<file path="src/rtl/signed_divider.sv">
// Multi-cycle signed integer divider: restoring shift-subtract on operand magnitudes,
// followed by a sign-fixup step. Fixed latency of WIDTH+1 clocks from accept to done.
module signed_divider #(
    parameter int WIDTH = 8
) (
    input  logic             clk,
    input  logic             rst,
    input  logic             start,
    input  logic [WIDTH-1:0] dividend,
    input  logic [WIDTH-1:0] divisor,
    output logic [WIDTH-1:0] quotient,
    output logic [WIDTH-1:0] remainder,
    output logic             busy,
    output logic             done,
    output logic             zflag,
    output logic             dzflag,
    output logic             ovflag
);

    localparam int CW = (WIDTH > 2) ? $clog2(WIDTH) : 1;

    localparam logic [1:0] S_IDLE = 2'd0;
    localparam logic [1:0] S_RUN  = 2'd1;
    localparam logic [1:0] S_SIGN = 2'd2;
    localparam logic [1:0] S_DONE = 2'd3;

    localparam logic [WIDTH-1:0] MOST_NEG = {1'b1, {(WIDTH-1){1'b0}}};

    function automatic logic [WIDTH-1:0] magnitude(input logic [WIDTH-1:0] v);
        // The most negative value maps onto itself, which is the correct unsigned magnitude.
        return v[WIDTH-1] ? (~v + WIDTH'(1)) : v;
    endfunction

    logic [1:0]       state_q, state_d;
    logic [CW-1:0]    cnt_q, cnt_d;
    logic [WIDTH:0]   rem_q, rem_d;
    logic [WIDTH-1:0] quo_q, quo_d;
    logic [WIDTH-1:0] dvs_q, dvs_d;
    logic             qneg_q, qneg_d;
    logic             rneg_q, rneg_d;
    logic             dz_q, dz_d;
    logic             ov_q, ov_d;

    logic [WIDTH-1:0] quotient_q, quotient_d;
    logic [WIDTH-1:0] remainder_q, remainder_d;
    logic             busy_q, busy_d;
    logic             done_q, done_d;
    logic             zflag_q, zflag_d;
    logic             dzflag_q, dzflag_d;
    logic             ovflag_q, ovflag_d;

    logic [WIDTH:0]   rem_sh;
    logic [WIDTH+1:0] trial;
    logic [WIDTH-1:0] q_fin;
    logic [WIDTH-1:0] r_fin;

    always_comb begin
        rem_sh = {rem_q[WIDTH-1:0], quo_q[WIDTH-1]};
        trial  = {1'b0, rem_sh} - {2'b00, dvs_q};

        // With a zero divisor every trial succeeds, so rem_q ends up holding the
        // dividend magnitude and the remainder naturally comes out equal to the dividend.
        q_fin = dz_q ? '0 : (qneg_q ? (~quo_q + WIDTH'(1)) : quo_q);
        r_fin = rneg_q ? (~rem_q[WIDTH-1:0] + WIDTH'(1)) : rem_q[WIDTH-1:0];
    end

    always_comb begin
        state_d     = state_q;
        cnt_d       = cnt_q;
        rem_d       = rem_q;
        quo_d       = quo_q;
        dvs_d       = dvs_q;
        qneg_d      = qneg_q;
        rneg_d      = rneg_q;
        dz_d        = dz_q;
        ov_d        = ov_q;
        quotient_d  = quotient_q;
        remainder_d = remainder_q;
        busy_d      = busy_q;
        done_d      = 1'b0;
        zflag_d     = zflag_q;
        dzflag_d    = dzflag_q;
        ovflag_d    = ovflag_q;

        case (state_q)
            S_IDLE: begin
                if (start) begin
                    rem_d   = '0;
                    quo_d   = magnitude(dividend);
                    dvs_d   = magnitude(divisor);
                    qneg_d  = dividend[WIDTH-1] ^ divisor[WIDTH-1];
                    rneg_d  = dividend[WIDTH-1];
                    dz_d    = (divisor == '0);
                    ov_d    = (dividend == MOST_NEG) && (divisor == '1);
                    cnt_d   = '0;
                    busy_d  = 1'b1;
                    state_d = S_RUN;
                end
            end
            S_RUN: begin
                if (!trial[WIDTH+1]) begin
                    rem_d = trial[WIDTH:0];
                    quo_d = {quo_q[WIDTH-2:0], 1'b1};
                end else begin
                    rem_d = rem_sh;
                    quo_d = {quo_q[WIDTH-2:0], 1'b0};
                end
                cnt_d = cnt_q + CW'(1);
                if (cnt_q == CW'(WIDTH-1)) begin
                    state_d = S_SIGN;
                end
            end
            S_SIGN: begin
                quotient_d  = q_fin;
                remainder_d = r_fin;
                zflag_d     = (q_fin == '0);
                dzflag_d    = dz_q;
                ovflag_d    = ov_q;
                done_d      = 1'b1;
                busy_d      = 1'b0;
                state_d     = S_DONE;
            end
            default: begin
                state_d = S_IDLE;
            end
        endcase
    end

    always_ff @(posedge clk) begin
        if (rst) begin
            state_q     <= S_IDLE;
            cnt_q       <= '0;
            rem_q       <= '0;
            quo_q       <= '0;
            dvs_q       <= '0;
            qneg_q      <= 1'b0;
            rneg_q      <= 1'b0;
            dz_q        <= 1'b0;
            ov_q        <= 1'b0;
            quotient_q  <= '0;
            remainder_q <= '0;
            busy_q      <= 1'b0;
            done_q      <= 1'b0;
            zflag_q     <= 1'b0;
            dzflag_q    <= 1'b0;
            ovflag_q    <= 1'b0;
        end else begin
            state_q     <= state_d;
            cnt_q       <= cnt_d;
            rem_q       <= rem_d;
            quo_q       <= quo_d;
            dvs_q       <= dvs_d;
            qneg_q      <= qneg_d;
            rneg_q      <= rneg_d;
            dz_q        <= dz_d;
            ov_q        <= ov_d;
            quotient_q  <= quotient_d;
            remainder_q <= remainder_d;
            busy_q      <= busy_d;
            done_q      <= done_d;
            zflag_q     <= zflag_d;
            dzflag_q    <= dzflag_d;
            ovflag_q    <= ovflag_d;
        end
    end

    assign quotient  = quotient_q;
    assign remainder = remainder_q;
    assign busy      = busy_q;
    assign done      = done_q;
    assign zflag     = zflag_q;
    assign dzflag    = dzflag_q;
    assign ovflag    = ovflag_q;

endmodule
</file>
<file path="config.mk">
export PLATFORM = sky130hd
export DESIGN_NAME = signed_divider
export DESIGN_NICKNAME = d
export VERILOG_FILES = /design/src/rtl/signed_divider.sv
export SDC_FILE = /design/constraint.sdc
export NUM_CORES = 1
export LEC_CHECK = 0
export CORE_UTILIZATION = 60
export CTS_CLUSTER_DIAMETER = 80
export DETAILED_ROUTE_END_ITERATION = 10
export GPL_TIMING_DRIVEN = 0
export PLACE_DENSITY_LB_ADDON = 0.25
export SLEW_MARGIN = 20
export SYNTH_ARGS = -nofsm -noshare
export SYNTH_HDL_FRONTEND = slang
export SYNTH_SLANG_ARGS = --single-unit
</file>
<file path="constraint.sdc">
create_clock -name clk -period 3 [get_ports clk]
set_input_delay 0.6 -clock clk [delete_from_list [all_inputs] [get_ports clk]]
set_output_delay 0.6 -clock clk [all_outputs]
set_load 0.02 [all_outputs]
</file>
==> results.yml <==
floorplanning:
  start_util_pct: 62.6
  design.portCount: 40
  dieArea_sq_mm: 0.00566
  coreArea_sq_mm: 0.00514
  fp.dieH_um: 75.2
  die_w_um: 75.2
  rows: 26
critical_path:
  crit_start: "rem_q[5]"
  r2r_start: "rem_q[5]"
  worstPathMaxFanout: 10
  r2r_cells: 6
  cp_data_required_time_ps: 3230
  r2r_slack_ps: 690
  crit_type: "reg -> reg"
  cp-start-kind: "flip-flop"
  r2r-end: "rem_q[4]"
  cp-end-kind: "flip-flop"
  cp_data_arrival_time_ps: 2530
  critical_path.endpoint: "rem_q[4]"
final_layout:
  area_delta_synth_final_pct: 16.8
  drive_above_1_share_pct: 4.37
  most-common-layout-cells: "54 x dfxtp_1, 51 x nor2_1, 37 x clkdlybuf4s50_1"
  antenna_cells: 0
  nets: 475
  final_common_cell: "dfxtp_1"
  nFillCells: 440
  final_util_pct: 73.1
sta:
  grt_setup_unrepaired: "no"
  final.min_clock_period_ps: 2310
  worst_slew_pin_slew_ps: 590
  setup_violations: 0
  finClkSkew_ps: 8.86
  max_slew_margin_pct: 60.7
  fin_tns_setup_ps: 0
  min_period_over_period_pct: 76.8
  hold_viol: 0
  fmax_mhz: 434
  slew_viol_final: 0
placed_design:
  dp_hpwl_mm: 5.56
  port_buffers: 37
  gp_congestion: 0.873
cts:
  cts_tree: "done"
  postCtsHoldBufs: 0
  cts_setup_buffers: 0
  clockBufferDepth: 2
  worst_setup_hold_path_clk_slew_ps: 90
  clock-root-buffer: "clkbuf_8"
  clock_sinks: 54
  htree_num_levels: 2
  numCtsBuffers: 5
  cts_resized: 0
  clk_latency_ps: 310
pwr:
  swShare_pct: 42.6
  intPower_mw: 1.79
  p_per_area_mw_per_mm2: 829
  pwr-share-clk_pct: 13.0
  ir_drop_v: 0.000519
  pwr-share-seq_pct: 32.8
  power_leakage_nw: 1.40
  p_switching_mw: 1.33
  power_frac_comb_pct: 54.3
detailed_routing:
  drt_iter0_drc: 157
  drt-total-wl_mm: 7.12
  drc_errors: 0
  via_per_inst: 5.79
  ant_nets: 0
  wl_per_cell_um: 14.1
  vias: 2925
  dr.pass1.iters: 4
synthesis:
  yosysSeqAreaShare_pct: 33.6
  synth_seq_cells: 54
  synthArstFlopShare_pct: 0
  yosysWarnings: 0
  syn_nets: 431
  syn_inst: 392
  ys.flop_type: "dfxtp_1"
  synth-edff-count: 0
  synth_area_sq_mm: 0.00322
  synth.avg_cell_area_sq_um: 8.20
  netlist-cell-type-count: 56
global_routing:
  grt_pass1_vias: 2609
  grtUsageTotal_pct: 27.4
  overflow: 0
  antenna_found_initial: 0
  grt_max_degree: 15
  grt_pass1_wl_mm: 11.8
worst_hold_path:
  hold_start: "dvs_q[0]"
  min_path_type: "reg -> reg"
status:
  outcome: "complete, no violations"
job:
  cap_violations: 0
==> logic make-up after synthesis <==
kind of cell / Yosys count / synth area share, %
flip-flops: 54 / 33.6
XOR/XNOR: 24 / 6.54
adder cells (fa/ha/maj): 20 / 8.02
AND/OR/NAND/NOR: 128 / 19.3
buffers and inverters: 50 / 6.15
multiplexers: 13 / 4.09
AO/OA/AOI/OAI: 103 / 22.3
==> per-stage QoR <==
stage	total power, mW	worst slack [ps]	instances	hold slack [ps]	instance area (sq um)
finish	3.11	695	505	475	3760
global route	3.37	494	505	492	3760
CTS	3.10	733	505	475	3760
detailed placement	2.71	437	499	463	3670
global placement	2.65	448	499	452	3670
floorplan	2.27	1020	392	440	3220
==> sequential cells by signal, indices dropped and copies added, names as in the netlist <==
name and flops:
zflag 1, done 1, ov_q 1, remainder 8, busy 1, ovflag 1
state_q 2, dvs_q 8, quo_q 8, dz_q 1, rneg_q 1, dzflag 1
cnt_q 3, rem_q 8, qneg_q 1, quotient 8
==> cells in the mapped netlist, types with 9 or more instances <==
cell type / count / area [sq um]
nand2_1: 27 / 101
nor2_1: 51 / 191
clkbuf_1: 14 / 52.6
a211oi_1: 17 / 128
xnor2_1: 11 / 96.3
o21ai_0: 11 / 55.1
o211ai_1: 11 / 82.6
nand2b_1: 9 / 56.3
o31ai_1: 9 / 67.6
xor2_1: 13 / 114
mux2i_1: 12 / 120
dfxtp_1: 54 / 1080
a21oi_1: 23 / 115
ha_1: 19 / 238
nor2b_1: 9 / 56.3
inv_1: 27 / 101
==> worst min path at each step <==
stage,endpoint,slack [ps],cells past startpoint
2_1_floorplan,dvs_q[0],440,2
3_3_place_gp,quotient[6],450,2
3_5_place_dp,dvs_q[0],460,2
4_1_cts,dvs_q[0],470,2
5_1_grt,quotient[7],490,2
6_report,dvs_q[0],480,2
==> metal layers <==
layer	global-route usage, %	up-vias	part of all wire, %
li1	-	1472	-
met5	0	-	0
met1	36.4	1353	45
met2	46.0	87	48
met4	8.02	0	1.4
met3	4.55	13	5.4
==> power groups by stage <==
stage / Clock (mW) / Sequential, mW / Combinational (mW)
5_1_grt: 0.450 / 1.05 / 1.88
4_1_cts: 0.403 / 1.02 / 1.68
3_5_place_dp: 0 / 1.03 / 1.68
3_3_place_gp: 0 / 1.02 / 1.62
2_1_floorplan: 0 / 1.07 / 1.20
6_report: 0.404 / 1.02 / 1.69
==> cell type report <==
class	count	area [sq um]	area share [%]
Sequential cell	54	1080	28.8
Timing Repair Buffer	37	370	9.86
Inverter	27	101	2.70
Multi-Input combinational cell	288	1940	51.6
Tap cell	70	87.6	2.33
Buffer	23	96.3	2.56
Clock buffer	6	82.6	2.20
==> critical path, cell delays in order, from the launching register on <==
cell	delay, ps
dfxtp_1	480
ha_1	360
a21o_1	240
a211o_1	350
clkbuf_1	230
or2_2	380
o211ai_1	190
Power figures use the tool's default switching activity.
